[config.mk]
export PLATFORM = sky130hd
export DESIGN_NAME = bh_reg_arbiter
export DESIGN_NICKNAME = d
export VERILOG_FILES = /design/src/rtl/bh_pkg.sv /design/src/rtl/bh_reg_arbiter_bh.sv /design/src/rtl/bh_reg_arbiter.sv
export SDC_FILE = /design/constraint.sdc
export NUM_CORES = 1
export LEC_CHECK = 0
export ABC_AREA = 1
export CAP_MARGIN = 20
export CORE_MARGIN = 4
export CORE_UTILIZATION = 48
export DETAILED_ROUTE_END_ITERATION = 10
export HOLD_SLACK_MARGIN = 0.15
export PLACE_DENSITY = 0.78
export SYNTH_ARGS = -nofsm -noshare
export SYNTH_HDL_FRONTEND = slang
export SYNTH_SLANG_ARGS = --single-unit
[constraint.sdc]
create_clock -name clk -period 1.8 [get_ports clk]
set_clock_uncertainty 0.2 [all_clocks]
set_input_delay 0.27 -clock clk [delete_from_list [all_inputs] [get_ports clk]]
set_output_delay 0.27 -clock clk [all_outputs]
set_load 0.01 [all_outputs]
[src/rtl/bh_pkg.sv]
// Shared definitions for the bh cell and the bh register arbiter:
// command encodings, FSM state encodings and the cell next-state function.
package bh_pkg;

  localparam logic [1:0] BH_TOGGLE = 2'b00;
  localparam logic [1:0] BH_SET    = 2'b01;
  localparam logic [1:0] BH_CLEAR  = 2'b10;
  localparam logic [1:0] BH_HOLD   = 2'b11;

  localparam logic [1:0] ST_IDLE  = 2'b00;
  localparam logic [1:0] ST_APPLY = 2'b01;
  localparam logic [1:0] ST_DONE  = 2'b10;

  function automatic logic bh_next(input logic cur, input logic [1:0] cmd);
    logic nxt;
    case (cmd)
      BH_TOGGLE: nxt = ~cur;
      BH_SET:    nxt = 1'b1;
      BH_CLEAR:  nxt = 1'b0;
      BH_HOLD:   nxt = cur;
      default:   nxt = cur;
    endcase
    return nxt;
  endfunction

endpackage

[src/rtl/bh_reg_arbiter_bh.sv]
// Single bh flip-flop cell: {B,H} selects toggle/set/clear/hold.
// It has no reset; the owner initialises it by driving clear.
module bh
  import bh_pkg::*;
(
  input  logic clk,
  input  logic b,
  input  logic h,
  output logic q
);

  logic q_r;

  // cell state update from the {B,H} command
  always_ff @(posedge clk) begin
    q_r <= bh_next(q_r, {b, h});
  end

  assign q = q_r;

endmodule

[src/rtl/bh_reg_arbiter.sv]
// Two-requester round-robin arbiter sharing a WIDTH-bit register of bh cells.
// A granted command is applied to the masked cells for exactly one clock.
module bh_reg_arbiter
  import bh_pkg::*;
#(
  parameter int WIDTH = 4
) (
  input  logic             clk,
  input  logic             rst,
  input  logic             req0,
  input  logic [1:0]       op0,
  input  logic [WIDTH-1:0] mask0,
  input  logic             req1,
  input  logic [1:0]       op1,
  input  logic [WIDTH-1:0] mask1,
  output logic             gnt0,
  output logic             gnt1,
  output logic             done,
  output logic [WIDTH-1:0] q,
  output logic             z
);

  logic [1:0]       state_r;
  logic             last_gnt_r;
  logic [1:0]       op_r;
  logic [WIDTH-1:0] mask_r;
  logic             gnt0_r;
  logic             gnt1_r;
  logic             done_r;
  logic             pick_s;
  logic [WIDTH-1:0] cell_b_s;
  logic [WIDTH-1:0] cell_h_s;
  logic [WIDTH-1:0] q_s;

  // round-robin pick: under contention the requester not served last wins
  always_comb begin
    pick_s = 1'b0;
    if (req0 && req1) begin
      pick_s = ~last_gnt_r;
    end else if (req1) begin
      pick_s = 1'b1;
    end else begin
      pick_s = 1'b0;
    end
  end

  // handshake FSM: IDLE latches the winner, APPLY drives cells, DONE pulses done
  always_ff @(posedge clk) begin
    if (rst) begin
      state_r    <= ST_IDLE;
      last_gnt_r <= 1'b1;
      op_r       <= BH_HOLD;
      mask_r     <= {WIDTH{1'b0}};
      gnt0_r     <= 1'b0;
      gnt1_r     <= 1'b0;
      done_r     <= 1'b0;
    end else begin
      case (state_r)
        ST_IDLE: begin
          if (req0 || req1) begin
            state_r    <= ST_APPLY;
            last_gnt_r <= pick_s;
            op_r       <= pick_s ? op1 : op0;
            mask_r     <= pick_s ? mask1 : mask0;
            gnt0_r     <= ~pick_s;
            gnt1_r     <= pick_s;
          end
        end
        ST_APPLY: begin
          state_r <= ST_DONE;
          done_r  <= 1'b1;
        end
        ST_DONE: begin
          state_r <= ST_IDLE;
          done_r  <= 1'b0;
          gnt0_r  <= 1'b0;
          gnt1_r  <= 1'b0;
        end
        default: begin
          state_r <= ST_IDLE;
          done_r  <= 1'b0;
          gnt0_r  <= 1'b0;
          gnt1_r  <= 1'b0;
        end
      endcase
    end
  end

  // per-cell {B,H}: reset forces clear, APPLY drives masked bits, else hold
  always_comb begin
    cell_b_s = {WIDTH{1'b1}};
    cell_h_s = {WIDTH{1'b1}};
    for (int i = 0; i < WIDTH; i++) begin
      if (rst) begin
        cell_b_s[i] = BH_CLEAR[1];
        cell_h_s[i] = BH_CLEAR[0];
      end else if ((state_r == ST_APPLY) && mask_r[i]) begin
        cell_b_s[i] = op_r[1];
        cell_h_s[i] = op_r[0];
      end else begin
        cell_b_s[i] = BH_HOLD[1];
        cell_h_s[i] = BH_HOLD[0];
      end
    end
  end

  for (genvar g = 0; g < WIDTH; g++) begin : g_cell
    bh u_bh (
      .clk (clk),
      .b   (cell_b_s[g]),
      .h   (cell_h_s[g]),
      .q   (q_s[g])
    );
  end

  assign gnt0 = gnt0_r;
  assign gnt1 = gnt1_r;
  assign done = done_r;
  assign q    = q_s;
  assign z    = (&q_s) | ~(|q_s);

endmodule
==> impl_results.md, run 1 <==
* Syn Area/Cell at 8.26 sq um
* Setup_tns at 0 ps
* PwrDens at 659 nW/um^2
* Die Y-Extent at approximately 53 microns
* Xor and xnor area share after synthesis at 0
* IO Pins at 24
* Area Overhead vs Synth at 30.7%
* Crit-path slowest cell: clkdlybuf4s50_1
* Wirelength per Cell at 11.5 microns
* CTS clk-pin slew, worst paths at approximately 90 ps
* Largest family of logic cells by synthesized area: simple AND/OR/NAND/NOR gates
* CTS tree: built
* DRT antenna net count at 0
* Final hold vios at 0
* YS warnings at 0
* DR pass1 iterations at 4
* Buffers on Ports at 23
* H-tree depth at 1
* Period utilization at 0.986
* Die X-Extent at 52.7 microns
* Mux contribution to synthesized area at 0
* Max cap viols at 0
* Worst-Margin Slew at ~270 ps
* Setup crit start kind: input port
* Vias at 829
* Crit-path leading delay family: buffers and inverters
* Syn nets at 140
* Setup crit end kind: flip-flop
* Critical path buffers and inverters at 2
* CP max FO at 5
* Post-Synth Adder-Cell Area at 0.104
* Setup Buffers After CTS at 0
* Pins over their slew limit at 0
* CP required at 1620 ps
* Reg2reg end: g_cell[0].u_bh.q
* RSZ-0062 raised after global routing: yes
* Synth Area in Simple Gates at 0.279
* First-pass GRT wire length at 3270 microns
* CTS Buf Count at 3
* Initial core utilization at 0.532
* Placed Cells at ~160
* Slew HR at 0.816
* Initial DRC count at 20
* WL final at around 1900 microns
* Final net count at 168
* Pleak at 0.598 nW
* Antenna Cells at 0
* Clock sink count at 16
* Crit Path Category: in2reg
* CP arrival at 1600 ps
* Reg2Reg Depth at 6
* Flops & latches, synth at 16
* Clk_lat worst skew at ~270 ps
* Synth Area in Compound Gates at 0.121
* Crit. path cell count at 6
* Post-Layout Cell Count at 167
* Reg-to-reg slack, setup at about 50 ps
* CORE AREA at 1800 sq um
* Synthesized area at 958 sq um
* Critical path cell sequence: clkdlybuf4s50_1 -> buf_4 -> a31oi_1 -> ha_1 -> nand2_1 -> o21ai_0
* Post-synthesis sequential area ratio at 0.376
* Root buf cell: clkbuf_4
* DP Wirelength at 1560 microns
* Overall Global Routing Usage at 0.158
* CP startpoint: rst
* Initial antenna violation count at 0
* Fraction of layout cells with a size suffix above 1 at 0.197
* Status: finished clean
* Number of global-route vias before repair at between 700 and 800
* VDD IR max at 434 uV
* Overflow after GRT at 0
* Post-synthesis cell count at roughly 120
* Worst Hold Class: reg2reg
* Max incr delay on CP at between 400 and 500 ps
* Vias/cell at 4.96
* Die area at 2780 sq um
* Hold path startpoint: op_r[0]
* Distinct cells, synth at 21
* Largest net degree at the start of global routing at 10
* Row count at 15
* Fmax at between 500 and 600 MHz
* Tmin final at 1780 ps
* Critical Path Sink: g_cell[0].u_bh.q
* Clock buffer depth at 2
* Placer congestion estimate at 0.842
* Reg2Reg Launch Point: state_r[0]
* Setup-failing EPs final at 0
* Post-route DRC violation count at 0
-- metal layers --
layer | routed length (microns) | up-vias | GRT usage
li1 | - | 439 | -
met1 | 815 | 362 | 0.166
met2 | 1010 | 26 | 0.310
met3 | 86 | 2 | 0.0199
met4 | 19 | 0 | 0.0638
met5 | 0 | - | 0
-- worst min path at each step --
stage / end / slack [ps] / cells after the start
finish: op_r[0] / 280 / 2
CTS: op_r[0] / 280 / 2
global placement: op_r[0] / 260 / 2
floorplan: op_r[0] / 220 / 2
global route: op_r[0] / 290 / 2
detailed placement: op_r[0] / 260 / 2
-- tightest hold or removal path, cell delays in order (launching register included) --
cell	delay, ps
dfxtp_1	330
a21oi_1	70
nand3_1	50
-- per-stage QoR --
| stage | total power, mW | area [sq um] | worst slack [ps] | utilization | hold WS [ps] |
|---|---|---|---|---|---|
| 2_1_floorplan | 0.565 | 958 | 188 | - | 224 |
| 3_3_place_gp | 0.643 | 1220 | -160 | 0.675 | 257 |
| 3_5_place_dp | 0.651 | 1220 | -246 | 0.675 | 262 |
| 4_1_cts | 0.827 | 1230 | 3.45 | 0.685 | 283 |
| 5_1_grt | 0.875 | 1250 | -45.2 | 0.695 | 290 |
| 6_report | 0.825 | 1250 | 24.4 | 0.695 | 278 |
-- layout by cell type, fill, tap and decap left out, types with 2 or more instances in the layout --
master,n
nand4_1,3
dlymetal6s2s_1,3
nand2_2,3
a21oi_2,5
a31oi_1,4
nand2_1,22
nand3_1,15
edfxtp_1,4
clkdlybuf4s50_1,19
nand2_4,2
ha_1,8
buf_4,7
nor3_1,2
nor2_1,2
nor2_4,2
dfxtp_1,11
inv_1,13
clkbuf_4,3
a21oi_1,4
o21ai_0,4
-- kinds of logic (layout without fill, tap and decap cells) --
family,after synthesis,after routing
DFF,16,16
AOI/OAI and AO/OA,18,18
adders and majority gates,8,8
buffers and inverters,21,47
and+or+nand+nor,53,53
-- state kept, by name (all words and copies together), names as in the netlist --
| name | flops |
|---|---|
| gnt1 | 1 |
| done | 1 |
| gnt0 | 1 |
| state_r | 2 |
| g_cell.u_bh.q | 4 |
| op_r | 2 |
| last_gnt_r | 1 |
| mask_r | 4 |
-- Yosys cell counts --
cell | count | area share
inv_6 | 1 | 0.0091
dfxtp_1 | 12 | 0.25
a31oi_1 | 4 | 0.026
nand3_1 | 15 | 0.078
a21oi_1 | 4 | 0.021
nor2_1 | 3 | 0.012
inv_1 | 13 | 0.051
or2_2 | 1 | 0.0065
o31ai_1 | 1 | 0.0078
nor2_4 | 2 | 0.023
ha_1 | 8 | 0.10
nand2_1 | 22 | 0.086
nand2_2 | 3 | 0.020
edfxtp_1 | 4 | 0.13
buf_4 | 6 | 0.047
nand4_1 | 3 | 0.020
nor3_1 | 2 | 0.010
nand2_4 | 2 | 0.023
o21ai_0 | 4 | 0.021
buf_6 | 1 | 0.012
a21oi_2 | 5 | 0.046
-- area by class of cell --
cell class / instances / area (sq um)
flip-flops and latches: 16 / 362
fillers: 155 / 549
well taps: 25 / 31.3
clock buffers: 3 / 22.5
inverters: 14 / 57.6
multi-input cells: 79 / 494
repair buffers: 30 / 285
-- power breakdown --
group	total (mW)	internal, mW	leakage (nW)	switching, mW
clock network	0.179	0.0774	0.0138	0.102
logic	0.218	0.107	0.444	0.111
registers	0.428	0.403	0.140	0.0256
total	0.825	0.587	0.598	0.238
-- what timing repair did --
item                       in CTS  in global routing
gates resized for setup         4                  7
setup endpoints to repair       1                  7
hold buffers                    0                  0
pin swaps                       0                  1
Power figures use the tool's default switching activity.
==> inputs of run 2 (changes only) <==
- CORE_UTILIZATION: 48 -> 47
- PLACE_DENSITY: 0.78 -> 0.77
- SYNTH_HIERARCHICAL: not set -> 1
==> run 2 against run 1 <==
Critical path depth shrank 3. Final cell count grew 11%. Hold slack is essentially flat. Non-clock buffer count is the same. Sequential cell count is the same. Sequential power is essentially flat. Power grew 7.7%. Count of clock-buffer cells in the layout grew 1. Synthesized cell count grew 10%. Register-to-register slack gained 130 ps. Largest cell class unchanged.
==> impl_results.md, run 2 <==
* Placer congestion estimate at 0.795 (-5.6%)
* Buffers on Ports at 23 (unchanged)
* CTS tree: built
* Die area at 2750 sq um (-1.0%)
* Placed Cells at 180 (+9.8%)
* Initial antenna violation count at 0 (unchanged)
* Crit. path cell count at 3 (-3)
* Initial core utilization at 0.515 (-0.0174)
* Reg2Reg Launch Point: state_r[0]
* Post-synth top area cell: dfxtp_1
* DR pass1 iterations at 4 (unchanged)
* Period utilization at 0.982 (-0.00468)
* Post-DP Area at 1220 sq um (+0.41%)
* Die X-Extent at 52.4 microns (-0.51%)
* DP Wirelength at 1420 microns (-8.6%)
* Syn nets at 152 (+8.6%)
* P_int at 642 uW (+9.4%)
* Worst-Margin Slew at 226 ps (-48.0 ps)
* Share of Yosys cell area claimed by the top area cell type at 0.259 (+0.00846)
* Async S/R FF share, synth at 0 (unchanged)
* CP required at 1330 ps (-290 ps)
* Wirelength per Cell at 9.38 microns (-19%)
* EDFF count, synth at 4 (unchanged)
* RSZ-0062 raised after global routing: yes
* Fillers at 159 (+2.6%)
* Overall Global Routing Usage at 0.152 (-0.00647)
* Status: finished clean
* Reg-to-reg slack, setup at 180 ps (+130 ps)
* Die Y-Extent at 52.4 microns (-0.51%)
* Hold path startpoint: last_gnt_r
* Crit-path leading delay family: flip-flops
* Crit Path Category: reg2out
* CP max FO at 2 (-3)
* Synth top cells by count: 30 x nand2_1, 23 x inv_1, 14 x nor2_1
* Logic pwr share at 0.253 (-0.011)
* Flops & latches, synth at 16 (unchanged)
* Setup crit end kind: output port
* Most frequent cells in the layout: 30 x nand2_1, 23 x inv_1, 20 x clkdlybuf4s50_1
* CP arrival at 1300 ps (-300 ps)
* Initial DRC count at 9 (-55%)
* Worst Hold Endpoint: last_gnt_r
* Clk_lat worst skew at 280 ps (about the same)
* Area Overhead vs Synth at 38.9%
* Sequential share of power at 0.482 (-0.037)
* Vias at 865 (+4.3%)
* Fmax at 566 MHz (+0.48%)
* Most frequent cell after synthesis: nand2_1
* Syn Area/Cell at 7.24 sq um (-12%)
* Setup-failing EPs final at 0 (unchanged)
* Synthesized area at 927 sq um (-3.3%)
* Critical path cell sequence: or2_4 -> o31ai_2 -> buf_2
* Prevailing post-synth register cell: dfxtp_1
* Largest net degree at the start of global routing at 13 (+3)
* Finished Cell Area at 1290 sq um (+2.8%)
* Tmin final at 1770 ps (-8.42 ps)
* Slew HR at 0.848 (+0.0321)
* H-tree depth at 1 (unchanged)
* PwrDens at 690 nW/um^2 (+4.7%)
* Row count at 15 (unchanged)
* DRT antenna net count at 0 (unchanged)
* Reg2Reg Depth at 7 (+1)
* CTS clk-pin slew, worst paths at 90 ps (about the same)
* Vias/cell at 4.65 (-6.3%)
* Final net count at 186 (+11%)
* Clock sink count at 16 (unchanged)
* Critical path buffers and inverters at 1 (-1)
* Crit-path slowest cell: edfxtp_1
* Pleak at 0.682 nW (+14%)
* Antenna Cells at 0 (unchanged)
* Post-Layout Cell Count at 186 (+11%)
* Sw Share at 0.277 (-0.0112)
* Post-synthesis sequential area ratio at 0.389 (+0.0127)
* First-pass GRT wire length at 3110 microns (-4.9%)
* NetSw at 246 uW (+3.5%)
* YS warnings at 6 (+6)
* Fraction of layout cells with a size suffix above 1 at 0.168 (-0.0295)
* CORE AREA at 1800 sq um (unchanged)
* Min-Delay Path Depth at 2 (unchanged)
* Max cap viols at 0 (unchanged)
* Pins over their slew limit at 0 (unchanged)
* Top cells by area, synth: dfxtp_1 26%, edfxtp_1 13%, nand2_1 12%
* Reg2reg end: g_cell[3].u_bh/q
* Clock share of power at 0.265 (+0.048)
* Clock buffer depth at 2 (unchanged)
* Final Core Density at 0.715 (+0.0194)
* VDD IR max at 404 uV (-7.1%)
* Setup crit start kind: flip-flop
* WL final at 1750 microns (-9.4%)
* CTS Buf Count at 3 (unchanged)
* Final hold vios at 0 (unchanged)
* Distinct cells, synth at 22 (+4.8%)
* Post-route DRC violation count at 0 (unchanged)
* Overflow after GRT at 0 (unchanged)
* Root buf cell: clkbuf_4
* IO Pins at 24 (unchanged)
* Worst Hold Class: reg2reg
* Commonest non-fill, non-tap cell in the layout: nand2_1
* CTS Hold Buffers Added at 0 (unchanged)
* Number of global-route vias before repair at 779 (-2.5%)
* Post-synthesis cell count at 128 (+10%)
* Max incr delay on CP at 400 ps (-60 ps)
## run 2: cell count changes in the layout (fill, tap and decap cells not counted), sizes merged
| cell | delta |
|---|---|
| a21oi | -5 |
| clkbuf | +1 |
| clkdlybuf4s50 | +1 |
| dlymetal6s2s | -1 |
| inv | +12 |
| nand2 | +7 |
| nand3 | -7 |
| nand4 | -2 |
| nor2 | +11 |
| o21ai | +2 |
## run 2: timing repair
action / 4_1_cts / 5_1_grt
endpoints found under the setup margin: 5 / 8
buffers inserted: 0 / 2
resized for setup: 5 / 5
pin swaps: 0 / 1
## run 2: how the worst max path moves through the flow
stage | slack (ps) | to | startpoint
after global placement | -140 | g_cell[2].u_bh/q | rst
after global routing | -40 | z | g_cell[2].u_bh/q
after detailed placement | -170 | g_cell[3].u_bh/q | rst
after floorplan | 120 | g_cell[0].u_bh/q | state_r[0]
after CTS | 8 | z | g_cell[3].u_bh/q
final | 30 | z | g_cell[3].u_bh/q
## run 2: logic make-up after synthesis
| family | share of synthesized area |
|---|---|
| AND/OR/NAND/NOR | 0.292 |
| AO/OA/AOI/OAI | 0.101 |
| buffers and inverters | 0.111 |
| adder cells (fa/ha/maj) | 0.108 |
| flip-flops | 0.389 |
## run 2: power by group through the flow
stage / sequential, mW / combinational, mW / clock (mW)
floorplan: 0.439 / 0.117 / 0
finish: 0.428 / 0.225 / 0.235
global placement: 0.435 / 0.214 / 0
detailed placement: 0.436 / 0.219 / 0
global route: 0.433 / 0.259 / 0.255
CTS: 0.428 / 0.220 / 0.243
## run 2: worst reg2reg max path, delay by kind of cell (launching register included)
kind                       cells  cell delay (ps)
AOI/OAI and AO/OA              1              130
adders and majority gates      1              320
buffers and inverters          2              130
DFF                            1              360
and+or+nand+nor                3              250
## run 2: layer usage
layer	wire length (microns)	GRT usage
met5	0	0
met4	55	0.106
met3	75	0.0171
met2	828	0.254
met1	786	0.178
## run 2: area by class of cell
type                    instances  area (sq um)  share of cell area
flip-flops and latches         16           360               0.280
multi-input cells              85           479               0.372
inverters                      26          97.6              0.0758
clock buffers                   4          36.3              0.0282
repair buffers                 30           283               0.220
well taps                      25          31.3              0.0243
## run 2: stage by stage
stage | setup WS (ps) | TNS [ps] | hold slack (ps) | power (mW)
5_1_grt | -38.9 | -38.9 | 313 | 0.947
4_1_cts | 8.25 | 0 | 281 | 0.891
3_5_place_dp | -173 | -810 | 256 | 0.655
2_1_floorplan | 118 | 0 | 164 | 0.555
3_3_place_gp | -140 | -622 | 259 | 0.649
6_report | 32.8 | 0 | 278 | 0.889
==> inputs of run 3 (changes only) <==
- HOLD_SLACK_MARGIN: 0.15 -> 0.08
- clock period: 1.8 -> 2 ns (I/O delays scaled with it)
==> run 3 against run 2 <==
Combinational power is 12% lower. Register-to-register slack improved by 160 ps. Hold slack better by 11 ps. First-iteration DRC count down 22%. Critical endpoint unchanged.
==> impl_results.md, run 3 (synthesized netlist as in run 2, its figures left out) <==
* Root buf cell: clkbuf_4
* H-tree depth at 1 (unchanged)
* Buffers on Ports at 23 (unchanged)
* Sequential share of power at 0.487 (+0.005)
* Vias/cell at 4.71 (+1.2%)
* Number of global-route vias before repair at 808 (+3.7%)
* Fmax at between 500 and 600 MHz
* Reg2Reg Depth at 6 (-1)
* Pins over their slew limit at 0 (unchanged)
* Clock buffer depth at 2 (unchanged)
* Placer congestion estimate at 0.811 (+2.1%)
* Max cap viols at 0 (unchanged)
* Largest net degree at the start of global routing at 13 (unchanged)
* Setup Buffers After CTS at 0 (unchanged)
* Post-route DRC violation count at 0 (unchanged)
* Overflow after GRT at 0 (unchanged)
* PwrDens at 629 nW/um^2 (-8.8%)
* RSZ-0062 raised after global routing: no
* Pleak at 0.652 nW (-4.4%)
* Setup crit start kind: flip-flop
* Placed Cells at 181 (+0.56%)
* IO Pins at 24 (unchanged)
* Worst Hold Class: reg2reg
* Setup crit end kind: output port
* CTS tree: built
* CTS clk-pin slew, worst paths at 90 ps (about the same)
* Status: finished clean
* Final net count at 185 (-0.54%)
* Critical path cell sequence: or2_2 -> o31ai_1 -> clkbuf_2
* CP arrival at 1360 ps (+60 ps)
* Die Y-Extent at 52.4 microns (unchanged)
* CP startpoint: g_cell[3].u_bh/q
* CORE AREA at 1800 sq um (unchanged)
* Vias at 871 (+0.69%)
* Reg2reg end: g_cell[0].u_bh/q
* Wirelength per Cell at 9.44 microns (+0.60%)
* Area Overhead vs Synth at 35.9%
* Most frequent cells in the layout: 30 x nand2_1, 23 x inv_1, 22 x clkdlybuf4s50_1
* Commonest non-fill, non-tap cell in the layout: nand2_1
* First-pass GRT wire length at 3260 microns (+4.7%)
* CP required at 1500 ps (+170 ps)
* Clock sink count at 16 (unchanged)
* Critical path buffers and inverters at 1 (unchanged)
* Initial DRC count at 7 (-2)
* Worst Hold Endpoint: done
* Setup_tns at 0 ps (unchanged)
* Setup-failing EPs final at 0 (unchanged)
* Overall Global Routing Usage at 0.157 (+0.00534)
* Fraction of layout cells with a size suffix above 1 at 0.150 (-0.0177)
* Logic pwr share at 0.249 (-0.004)
* Fillers at 165 (+3.8%)
* Finished Cell Area at 1260 sq um (-2.1%)
* Crit-path slowest cell: edfxtp_1
* Post-DP Area at 1230 sq um (+0.61%)
* DP Wirelength at 1510 microns (+6.1%)
* WL final at 1750 microns (about the same)
* Reg-to-reg slack, setup at 340 ps (+160 ps)
* Period utilization at 0.931
* Reg2Reg Launch Point: state_r[1]
* DRT antenna net count at 0 (unchanged)
* CTS Buf Count at 3 (unchanged)
* Min-Delay Path Depth at 2 (unchanged)
* Die X-Extent at 52.4 microns (unchanged)
* Tmin final at roughly 1900 ps
* Clock share of power at 0.264 (about the same)
* Hold_ws at 289 ps (+10.7 ps)
* Row count at 15 (unchanged)
* Final hold vios at 0 (unchanged)
* Post-Layout Cell Count at 185 (-0.54%)
* Initial core utilization at 0.515 (unchanged)
* DR pass1 iterations at 5 (+1)
* VDD IR max at 314 uV (-22%)
* Crit-path leading delay family: flip-flops
* Max incr delay on CP at 400 ps (about the same)
* Die area at 2750 sq um (unchanged)
* Slew HR at 0.846 (-0.00191)
* Antenna Cells at 0 (unchanged)
* P_int at 575 uW (-11%)
* CP max FO at 2 (unchanged)
* Sw Share at 0.275 (-0.00231)
* Total chip power at 793 uW (-11%)
* Initial antenna violation count at 0 (unchanged)
* Hold path startpoint: done
* Crit Path Category: reg2out
* NetSw at 218 uW (-12%)
* Worst-Margin Slew at 230 ps (+3.38 ps)
* Clk_lat worst skew at 280 ps (about the same)
-- run 3: cell count changes in the layout (fill, tap and decap cells not counted), sizes merged --
cell           change
clkdlybuf4s50      +2
dlymetal6s2s       -2
buf                -2
clkbuf             +1
-- run 3: area by class of cell --
cell class                 instances  area (sq um)  area share
clock buffer                       4          36.3      0.0288
inverter                          26          97.6      0.0775
multi-input combinational         85           464       0.368
sequential                        16           360       0.286
tap                               25          31.3      0.0248
timing repair buffer              29           270       0.214
-- run 3: metal layers --
layer | track usage | routed length (microns) | vias to the layer above
met5 | 0 | 0 | -
met3 | 0.0171 | 86 | 2
met4 | 0.0894 | 16 | 0
li1 | - | - | 465
met1 | 0.189 | 777 | 380
met2 | 0.269 | 866 | 24
-- run 3: power groups by stage --
| stage | clock [mW] | combinational (mW) | sequential [mW] |
|---|---|---|---|
| floorplan | 0 | 0.105 | 0.395 |
| detailed placement | 0 | 0.200 | 0.393 |
| CTS | 0.217 | 0.200 | 0.386 |
| global route | 0.229 | 0.226 | 0.391 |
| finish | 0.210 | 0.197 | 0.386 |
| global placement | 0 | 0.195 | 0.391 |
-- run 3: per-stage QoR --
| stage | setup WS, ps | util |
|---|---|---|
| 2_1_floorplan | 318 | - |
| 3_3_place_gp | 31.3 | 0.682 |
| 3_5_place_dp | 5.85 | 0.682 |
| 4_1_cts | 0.985 | 0.701 |
| 5_1_grt | 38.2 | 0.699 |
| 6_report | 138 | 0.699 |
-- run 3: worst register-to-register path, stage by stage (launching register included) --
cell and delay [ps]:
dfxtp_1 400, nor2_1 70, buf_4 160, a31oi_1 190, ha_1 280, nand2_1 70, nand2_1 50
-- run 3: repair_timing --
item,4_1_cts,5_1_grt
setup endpoints to repair,1,1
resized for setup,1,2
hold buffers,0,0
gates cloned,0,0
endpoints found under the hold margin,0,0
-- run 3: how the worst max path moves through the flow --
stage	to	slack, ps	cells after the start
after floorplan	g_cell[0].u_bh/q	320	7
after global placement	g_cell[2].u_bh/q	30	8
after detailed placement	g_cell[2].u_bh/q	6	9
after CTS	z	1	3
after global routing	z	40	3
final	z	140	3
